[src/rtl/sext_block_accum.sv]
// sext_block_accum: sign-extends stream samples and emits per-block sums with a signed-overflow flag
module sign_ext_gen #(
  parameter int FROM_WIDTH = 12,
  parameter int TO_WIDTH = 32
) (
  input logic [FROM_WIDTH-1:0] din,
  output logic [TO_WIDTH-1:0] dout
);
  assign dout = {{(TO_WIDTH-FROM_WIDTH){din[FROM_WIDTH-1]}}, din};
endmodule

module sext_block_accum #(
  parameter int FROM_WIDTH = 12,
  parameter int TO_WIDTH = 32,
  parameter int BLOCK_LEN = 4
) (
  input logic clk,
  input logic rst_n,
  input logic [FROM_WIDTH-1:0] in_data,
  input logic in_valid,
  output logic in_ready,
  output logic [TO_WIDTH-1:0] out_sum,
  output logic out_ovf,
  output logic out_valid,
  input logic out_ready
);
  localparam int CW = BLOCK_LEN > 1 ? $clog2(BLOCK_LEN) : 1;
  localparam logic [CW-1:0] LAST = CW'(BLOCK_LEN - 1);
  logic [CW-1:0] cnt;
  logic [TO_WIDTH-1:0] acc, ext, sum;
  logic ovf_acc, ovf_step, last, fire;
  sign_ext_gen #(.FROM_WIDTH(FROM_WIDTH), .TO_WIDTH(TO_WIDTH)) u_sext (.din(in_data), .dout(ext));
  always_comb begin
    sum = acc + ext;
    ovf_step = (acc[TO_WIDTH-1] == ext[TO_WIDTH-1]) && (sum[TO_WIDTH-1] != acc[TO_WIDTH-1]);
    last = cnt == LAST;
    in_ready = !(out_valid && last);
    fire = in_valid && in_ready;
  end
  // a final accept can only happen with the output register empty, so load never races drain
  always_ff @(posedge clk or negedge rst_n) begin
    if (!rst_n) begin
      acc <= '0;
      cnt <= '0;
      ovf_acc <= 1'b0;
      out_sum <= '0;
      out_ovf <= 1'b0;
      out_valid <= 1'b0;
    end else if (fire && last) begin
      out_sum <= sum;
      out_ovf <= ovf_acc | ovf_step;
      out_valid <= 1'b1;
      acc <= '0;
      ovf_acc <= 1'b0;
      cnt <= '0;
    end else begin
      if (fire) begin
        acc <= sum;
        ovf_acc <= ovf_acc | ovf_step;
        cnt <= cnt + 1'b1;
      end
      if (out_ready) out_valid <= 1'b0;
    end
  end
endmodule

[config.mk]
export PLATFORM = sky130hd
export DESIGN_NAME = sext_block_accum
export DESIGN_NICKNAME = d
export VERILOG_FILES = /design/src/rtl/sext_block_accum.sv
export SDC_FILE = /design/constraint.sdc
export NUM_CORES = 1
export LEC_CHECK = 0
export ABC_AREA = 1
export CORE_MARGIN = 4
export CORE_UTILIZATION = 44
export CTS_CLUSTER_SIZE = 40
export DETAILED_ROUTE_END_ITERATION = 10
export HOLD_SLACK_MARGIN = 0.06
export PLACE_DENSITY = 0.69
export SLEW_MARGIN = 20
export SYNTH_ARGS = -nofsm -noshare
export SYNTH_HDL_FRONTEND = slang
export SYNTH_HIERARCHICAL = 1
export SYNTH_SLANG_ARGS = --single-unit
[constraint.sdc]
create_clock -name clk -period 3.35 [get_ports clk]
set_input_delay 0.67 -clock clk [delete_from_list [all_inputs] [get_ports clk]]
set_output_delay 0.67 -clock clk [all_outputs]
set_load 0.005 [all_outputs]
Word level (Yosys, flattened, before mapping):

Index checks and enable logic that the tools add are counted.

* register bits: 69
* bits of input ports: 16
* word-level logic and storage cells: 27

* $add $sub $neg: 2
* equality and inequality tests: 3
* mux-type cells: 8
* bitwise operators: 1
* reduce and logical (&&, ||, !) cells: 7

Operators with widths (count)
* 32-bit two-way mux: 2
* 32-bit adder: 1
* 1-bit logical AND: 4
* 1-bit two-way mux: 4
* 2-bit two-way mux: 2
* 2-bit nonzero test: 2
* 2-bit by 1-bit adder with 2-bit output (second input constant): 1
* 2-bit == test (second input constant): 1
* 1-bit == test: 1
* 1-bit zero test: 1
* 1-bit != test: 1
* 1-bit bitwise OR: 1

Logic depth before layout (Yosys ltp):

Gate-level depths: netlist (run 1).

* word-level depth: 6
* depth in mapped cells: 14
* mapped depth without buffers: 13

Cells and area by module:

Netlist (run 1), hierarchy kept.

Modules (own cells, without submodules)
* sext_block_accum: times used 1, cells each 708, area each 4800.9 µm²
* sign_ext_gen: times used 1, cells each 32, area each 240.2 µm²

Least setup slack after synthesis (run 1):

OpenSTA, ideal clock, no wires.

* kind: input to register
* start: input port in_data[0]
* end: register acc[18]
* library setup time: 117 ps
* arrival: 2125 ps
* required time: 3233 ps
* path slack: 1108 ps
* stages on the path: 13
* cell sequence: buf_4 ha_1 fa_1 nand2_1 nand2_1 nand3b_1 nand2_1 nand2_1 nand2_1 nand3_1 nand3b_1 nand3_1 nand2_1

* word-level cells in the longest chain between the ends: 3

Ends and longest elaborated chain
* start: declaration: RTL line 19 `input logic [FROM_WIDTH-1:0] in_data,`
* 32-bit adder: RTL line 34 `sum = acc + ext;`
* 32-bit two-way mux: RTL line 57 `if (fire) begin`
* 32-bit two-way mux: RTL line 49 `end else if (fire && last) begin`
* end signal: assignment: RTL line 58 `acc <= sum;`
* end: declaration: RTL line 30 `logic [TO_WIDTH-1:0] acc, ext, sum;`

No other way between the ends. The select of a mux whose other input is x is not followed.
A chain may end at the register's enable or synchronous reset.

Worst setup path after layout (run 1):

* start: input port in_data[11]
* end: register acc[31]

The elaborated chain is that of the path after synthesis.

==> metrics.md, run 1 <==
| Metric | Value |
|---|---|
| Starting DRT DRC Count | `274` |
| Leakage Power | `3.10 nW` |
| CTS tree | `done` |
| Startpoint types | `input pin` |
| Initial antenna violation count | `0` |
| Clock root buffer | `clkbuf_16` |
| Relative slew slack | `0.446` |
| Part of the Yosys area used for sequential elements | `0.343` |
| Post-CTS resize count | `0` |
| Cell Rows | `38` |
| DR vias/cell | `4.95` |
| Routed WL | `13.1 mm` |
| Fin util | `0.525` |
| Min cycle time layout | `2630 ps` |
| Via count | `4,486` |
| Simple-gate portion of the synthesized area | `0.360` |
| H-tree depth | `3` |
| Buffer and inverter count on the worst path | `3` |
| Mux cell area share after synthesis | `0` |
| Routed metal-1 wire length | `6.57 mm` |
| I/O Pins | `51` |
| R2r setup slk | `1120 ps` |
| P&R area growth vs syn | `14.9%` |
| Cell Chain, Critical Path | `clkdlybuf4s50_1, buf_12, ha_1, nand2_1, inv_1, a21oi_2, nand2_1, a21oi_1, nand2_1, nand2_1, nand2_1, nand2_1, nand2_1` |
| Worst Tran Pin Value | `831 ps` |
| Top Metal Used | `met4` |
| Vias in the first global route | `4,399` |
| Grt ovf | `0` |
| Setup clock skew after layout | `9.05 ps` |
| DP Wirelength | `10.3 mm` |
| CP endpoint kind | `flip-flop` |
| Register bit count reported by yosys | `69` |
| Clock transition at the registers of the reported paths | `50 ps` |
| Number of enable flip-flop cells after synthesis | `0` |
| Ys Warns | `6` |
| Mapped Area | `5040 µm²` |
| Clock Sinks | `69` |
| Initial cell density of the core | `0.457` |
| Cells after Synth | `740` |
| Crit path kind | `in -> reg` |
| Max frequency | `0.381 GHz` |
| Die W | `115 µm` |
| CTS hold repair buffers | `0` |
| First-pass GRT wire length | `22.1 mm` |
| VDD IR max | `492 µV` |
| Total track usage | `0.213` |
| Status | `complete, no violations` |
| Netlist cell types | `31` |
| Share of cells above drive strength 1 | `0.0613` |
| Async SR Flop Fraction | `1.00` |
| Die footprint | `13,200 µm²` |
| DRC viols | `0` |
| Met3 WL | `559 µm` |
| Most used DFF post-synth | `dfrtp_1` |
| Detailed-route wire length per cell | `14.4 µm` |
| Main combinational cell family by area after synthesis | `simple AND/OR/NAND/NOR gates` |
| Max Cap Viol | `0` |
| Crit path max-delay family | `buffers and inverters` |
| Slowest cell on the critical path | `clkdlybuf4s50_1` |
| PD cells | `982 nW/µm²` |
| Most used cell, CP | `nand2_1` |
| Compound-gate portion of the synthesized area | `0.0705` |
| Worst-skew pair later-pin latency | `340 ps` |
| Arr. time, crit path | `2850 ps` |
| Mapped Avg Cell Area | `6.81 µm²` |
| Fill count | `1,085` |
| Crit-path max FO | `22` |
| Setup Buffers After CTS | `0` |
| Number of diodes | `0` |
| Detail Route Antenna Nets | `0` |
| GP Congestion | `0.933` |
| Slew Limit Fails | `0` |
| Clock buffer count from CTS | `9` |
| XOR/XNOR Fraction of Synth Area | `0.0226` |
| Synth Area in Adders | `0.0834` |
| Tightest Hold Check Type | `in -> async` |
| Critical Path RT | `3580 ps` |
| Die Span Y | `115 µm` |
| Power Total | `5.69 mW` |
| Routed met2 length | `5.76 mm` |
| Finish-stage setup viols | `0` |
| Fin. Hold Viols | `0` |
| Tcrit/Tclk final | `0.784` |
| Core Box Area | `11,000 µm²` |
| Drt first pass iters | `5` |
| Port Buffers | `50` |
| Largest net degree at the start of global routing | `36` |
| TNS Setup | `0 ps` |
| Slowest stage delay, CP | `500 ps` |
| Layout Nets | `812` |
| CTS Buffer Depth | `2` |
| RSZ-0062 raised after global routing | `false` |
| Mapped Nets | `789` |
-- area by class of cell --
| cell class | count | area (µm²) | share of cell area |
|---|---|---|---|
| flip-flops and latches | 69 | 1730 | 0.298 |
| repair buffers | 56 | 566 | 0.0976 |
| multi-input cells | 545 | 2700 | 0.467 |
| clock buffers | 11 | 243 | 0.0419 |
| inverters | 82 | 308 | 0.0531 |
| well taps | 140 | 175 | 0.0302 |
| clock inverters | 4 | 72.6 | 0.0125 |
-- logic make-up (layout without fill, tap and decap cells) --
| family | after synthesis | after routing |
|---|---|---|
| XOR/XNOR | 13 | 13 |
| AO/OA/AOI/OAI | 64 | 64 |
| flip-flops | 69 | 69 |
| buffers and inverters | 126 | 153 |
| AND/OR/NAND/NOR | 435 | 435 |
| adder cells (fa/ha/maj) | 33 | 33 |
-- synthesized netlist by cell type (all sizes together), types with 12 or more instances --
| library cell | number | area share |
|---|---|---|
| buf | 38 | 0.055 |
| nand3 | 61 | 0.061 |
| xnor2 | 12 | 0.021 |
| dfrtp | 69 | 0.34 |
| nand2 | 305 | 0.23 |
| o21ai | 32 | 0.032 |
| a21oi | 24 | 0.027 |
| inv | 82 | 0.061 |
| nor2 | 47 | 0.036 |
| ha | 32 | 0.079 |
-- path summary, 6_finish.rpt --
path                                          from                 endpoint  depth (start not counted)
max                                    in_data[11]      acc[31]$_DFFE_PN0P_                         13
min                                          rst_n       acc[2]$_DFFE_PN0P_                          1
max reg2reg                     acc[0]$_DFFE_PN0P_  out_sum[18]$_DFFE_PN0P_                         12
min reg2reg                out_sum[18]$_DFFE_PN0P_  out_sum[18]$_DFFE_PN0P_                          2
max in group asynchronous                    rst_n  out_sum[31]$_DFFE_PN0P_                          2
min in group clk           out_sum[18]$_DFFE_PN0P_  out_sum[18]$_DFFE_PN0P_                          2
-- sequential cells by signal, summed over array words and instances, names as in the netlist --
| register | cells |
|---|---|
| out_sum | 32 |
| out_ovf | 1 |
| ovf_acc | 1 |
| acc | 32 |
| cnt | 2 |
| out_valid | 1 |
-- cell usage in the layout (no fill, tap or decap), types with 12 or more instances in the layout --
cell,instances
a21oi_1,20
clkdlybuf4s50_1,49
xnor2_1,12
nand3_1,61
o21ai_0,32
inv_1,80
nand2_1,292
dfrtp_1,69
ha_1,32
nor2_1,44
nand2_2,13
-- per-layer routing --
metal | up-vias | GRT usage
met5 | - | 0
met4 | 0 | 0.0728
met3 | 15 | 0.0405
met2 | 85 | 0.321
met1 | 2051 | 0.307
li1 | 2335 | -
-- per-stage QoR --
step	cells	hold slack, ps	cell area, µm²	worst slack (ps)
global route	907	500	5790	481
CTS	907	452	5790	758
finish	907	429	5790	722
detailed placement	892	466	5480	393
global placement	892	462	5480	393
floorplan	740	374	5040	1110
-- power breakdown --
group | switching (mW) | internal, mW
combinational | 1.90 | 1.28
sequential | 0.244 | 1.23
clock | 0.367 | 0.667
total | 2.51 | 3.18
Power figures use the tool's default switching activity.
==> run 2, diff against run 1 <==
Settings changed: PLACE_DENSITY 0.69 to 0.72.
Clock period 3.35 ns to 2.2 ns, I/O delays scaled along.
==> metrics.md, run 2 (synthesized netlist as in run 1, its figures left out) <==
| Metric | Value |
|---|---|
| Most used cell, CP | `nand2_1` |
| Die W | `115 µm (unchanged)` |
| Setup clock skew after layout | `5.94 ps (-3.11 ps)` |
| Relative slew slack | `0.694 (+0.248)` |
| Layout Nets | `882 (+8.6%)` |
| DRC viols | `0 (unchanged)` |
| Post-route insts no fill | `977 (+7.7%)` |
| Routed met2 length | `6.40 mm (+11%)` |
| I/O Pins | `51 (unchanged)` |
| First-pass GRT wire length | `23.6 mm (+6.7%)` |
| R2r startpoint | `acc[6]$_DFFE_PN0P_` |
| Port Buffers | `50 (unchanged)` |
| Critical Path RT | `2430 ps (-1150 ps)` |
| Worst setup path start | `in_data[6]` |
| Most common cell after layout, fill and taps aside | `nand2_1` |
| Top Registers | `acc x32, out_sum x32, cnt x2` |
| CTS tree | `done` |
| Design area | `6550 µm² (+13%)` |
| Via count | `4,916 (+9.6%)` |
| DP Wirelength | `10.4 mm (+1.3%)` |
| Grt ovf | `0 (unchanged)` |
| CP Depth | `11 (-2)` |
| Finish-stage setup viols | `0 (unchanged)` |
| Max Cap Viol | `0 (unchanged)` |
| Clock root buffer | `clkbuf_16` |
| Worst-skew pair later-pin latency | `340 ps (about the same)` |
| Tcrit/Tclk final | `0.967` |
| Clock buffer count from CTS | `9 (unchanged)` |
| Drt first pass iters | `6 (+1)` |
| Fin. Hold Viols | `0 (unchanged)` |
| VDD IR max | `706 µV (+43%)` |
| Arr. time, crit path | `2360 ps (-490 ps)` |
| Initial antenna violation count | `0 (unchanged)` |
| Initial cell density of the core | `0.457 (unchanged)` |
| Clock Sinks | `69 (unchanged)` |
| Buffer and inverter count on the worst path | `1 (-2)` |
| Detail Route Antenna Nets | `0 (unchanged)` |
| Cell Chain, Critical Path | `clkdlybuf4s50_1, ha_1, nand2_1, nand2_1, nand2_1, nand3_1, a21oi_2, nand2_2, or2_2, nand3_1, nand2_1` |
| Leakage Power | `3.46 nW (+11%)` |
| Met3 WL | `687 µm (+23%)` |
| Status | `complete, no violations` |
| Detailed-route wire length per cell | `14.6 µm (+0.98%)` |
| Routed metal-1 wire length | `6.94 mm (+5.6%)` |
| Slowest stage delay, CP | `430 ps (-70 ps)` |
| Die footprint | `13,200 µm² (unchanged)` |
| Starting DRT DRC Count | `318 (+16%)` |
| Crit-path max FO | `4 (-82%)` |
| PD cells | `1490 nW/µm² (+52%)` |
| Worst Hold Slack | `128 ps (-301 ps)` |
| Cell Rows | `38 (unchanged)` |
| Vias in the first global route | `4,930 (+12%)` |
| Startpoint types | `input pin` |
| Crit path kind | `in -> reg` |
| Share of cells above drive strength 1 | `0.189 (+0.127)` |
| Top Metal Used | `met4` |
| DR vias/cell | `5.03 (+1.7%)` |
| Clock transition at the registers of the reported paths | `60 ps (about the same)` |
| Core Box Area | `11,000 µm² (unchanged)` |
| Total track usage | `0.228 (+0.0150)` |
| Die Span Y | `115 µm (unchanged)` |
| Min cycle time layout | `2130 ps` |
| Worst Tran Pin Value | `458 ps (-373 ps)` |
| Placed Area | `5990 µm² (+9.4%)` |
| Number of diodes | `0 (unchanged)` |
| Slowest cell on the critical path | `clkdlybuf4s50_1` |
| H-tree depth | `3 (unchanged)` |
| CP endpoint kind | `flip-flop` |
| Crit path max-delay family | `simple AND/OR/NAND/NOR gates` |
| P&R area growth vs syn | `29.8%` |
| Tightest Hold Check Type | `in -> async` |
| GP Congestion | `0.961 (+3.0%)` |
| CTS Buffer Depth | `2 (unchanged)` |
| Slew Limit Fails | `0 (unchanged)` |
| Placed Instances | `959 (+7.5%)` |
| RSZ-0062 raised after global routing | `true` |
| Worst Reg-to-Reg Cells | `10 (-2)` |
| Max frequency | `0.470 GHz` |
| Routed WL | `14.3 mm (+8.8%)` |
| Most frequent cells in the layout | `281 x nand2_1, 80 x inv_1, 72 x buf_4` |
| Largest net degree at the start of global routing | `70 (+94%)` |
## run 2: cell count changes in the layout (fill, tap and decap cells not counted), sizes merged
cell           delta
clkbuf            +3
bufinv            -2
buf              +69
bufbuf            +1
clkinvlp          -1
clkdlybuf4s50     -1
dlygate4sd2       +1
## run 2: final cells by class
class | instances | area, µm²
clock buffers | 14 | 274
clock inverters | 1 | 5.00
fillers | 1050 | 4490
inverters | 82 | 308
multi-input cells | 545 | 2930
flip-flops and latches | 69 | 1730
well taps | 140 | 175
repair buffers | 126 | 1130
## run 2: final timing paths
check                      slack (ps)                       to
min in group clk                  470  out_sum[25]$_DFFE_PN0P_
max in group asynchronous        1780  out_sum[21]$_DFFE_PN0P_
max                                70       acc[9]$_DFFE_PN0P_
min reg2reg                       470  out_sum[25]$_DFFE_PN0P_
min                               130   out_sum[3]$_DFFE_PN0P_
max reg2reg                       190       acc[9]$_DFFE_PN0P_
## run 2: repair_timing
| action | CTS | global route |
|---|---|---|
| setup buffers | 0 | 2 |
| gates cloned | 1 | 0 |
| hold buffers | 0 | 0 |
| setup endpoints to repair | 26 | 41 |
| pin swaps | 1 | 5 |
| gates resized for setup | 6 | 43 |
## run 2: metal layers
layer,up-vias,global-route usage
met5,-,0
met4,0,0.0915
met3,16,0.0374
met2,116,0.358
met1,2288,0.314
li1,2496,-
## run 2: power by group
group | leakage (nW) | internal, mW | total [mW] | switching [mW]
registers | 0.857 | 1.88 | 2.29 | 0.411
clock network | 0.139 | 0.848 | 1.38 | 0.533
logic | 2.46 | 2.84 | 6.09 | 3.26
total | 3.46 | 5.56 | 9.76 | 4.20
## run 2: metrics by stage
step	power (mW)	TNS, ps	utilization	worst slack, ps
detailed placement	7.93	-17770	0.543	-518
CTS	9.40	0	0.573	9.84
global placement	7.82	-16340	0.543	-521
global route	10.6	-253	0.593	-66.4
finish	9.76	0	0.593	72.1
floorplan	5.51	0	-	188
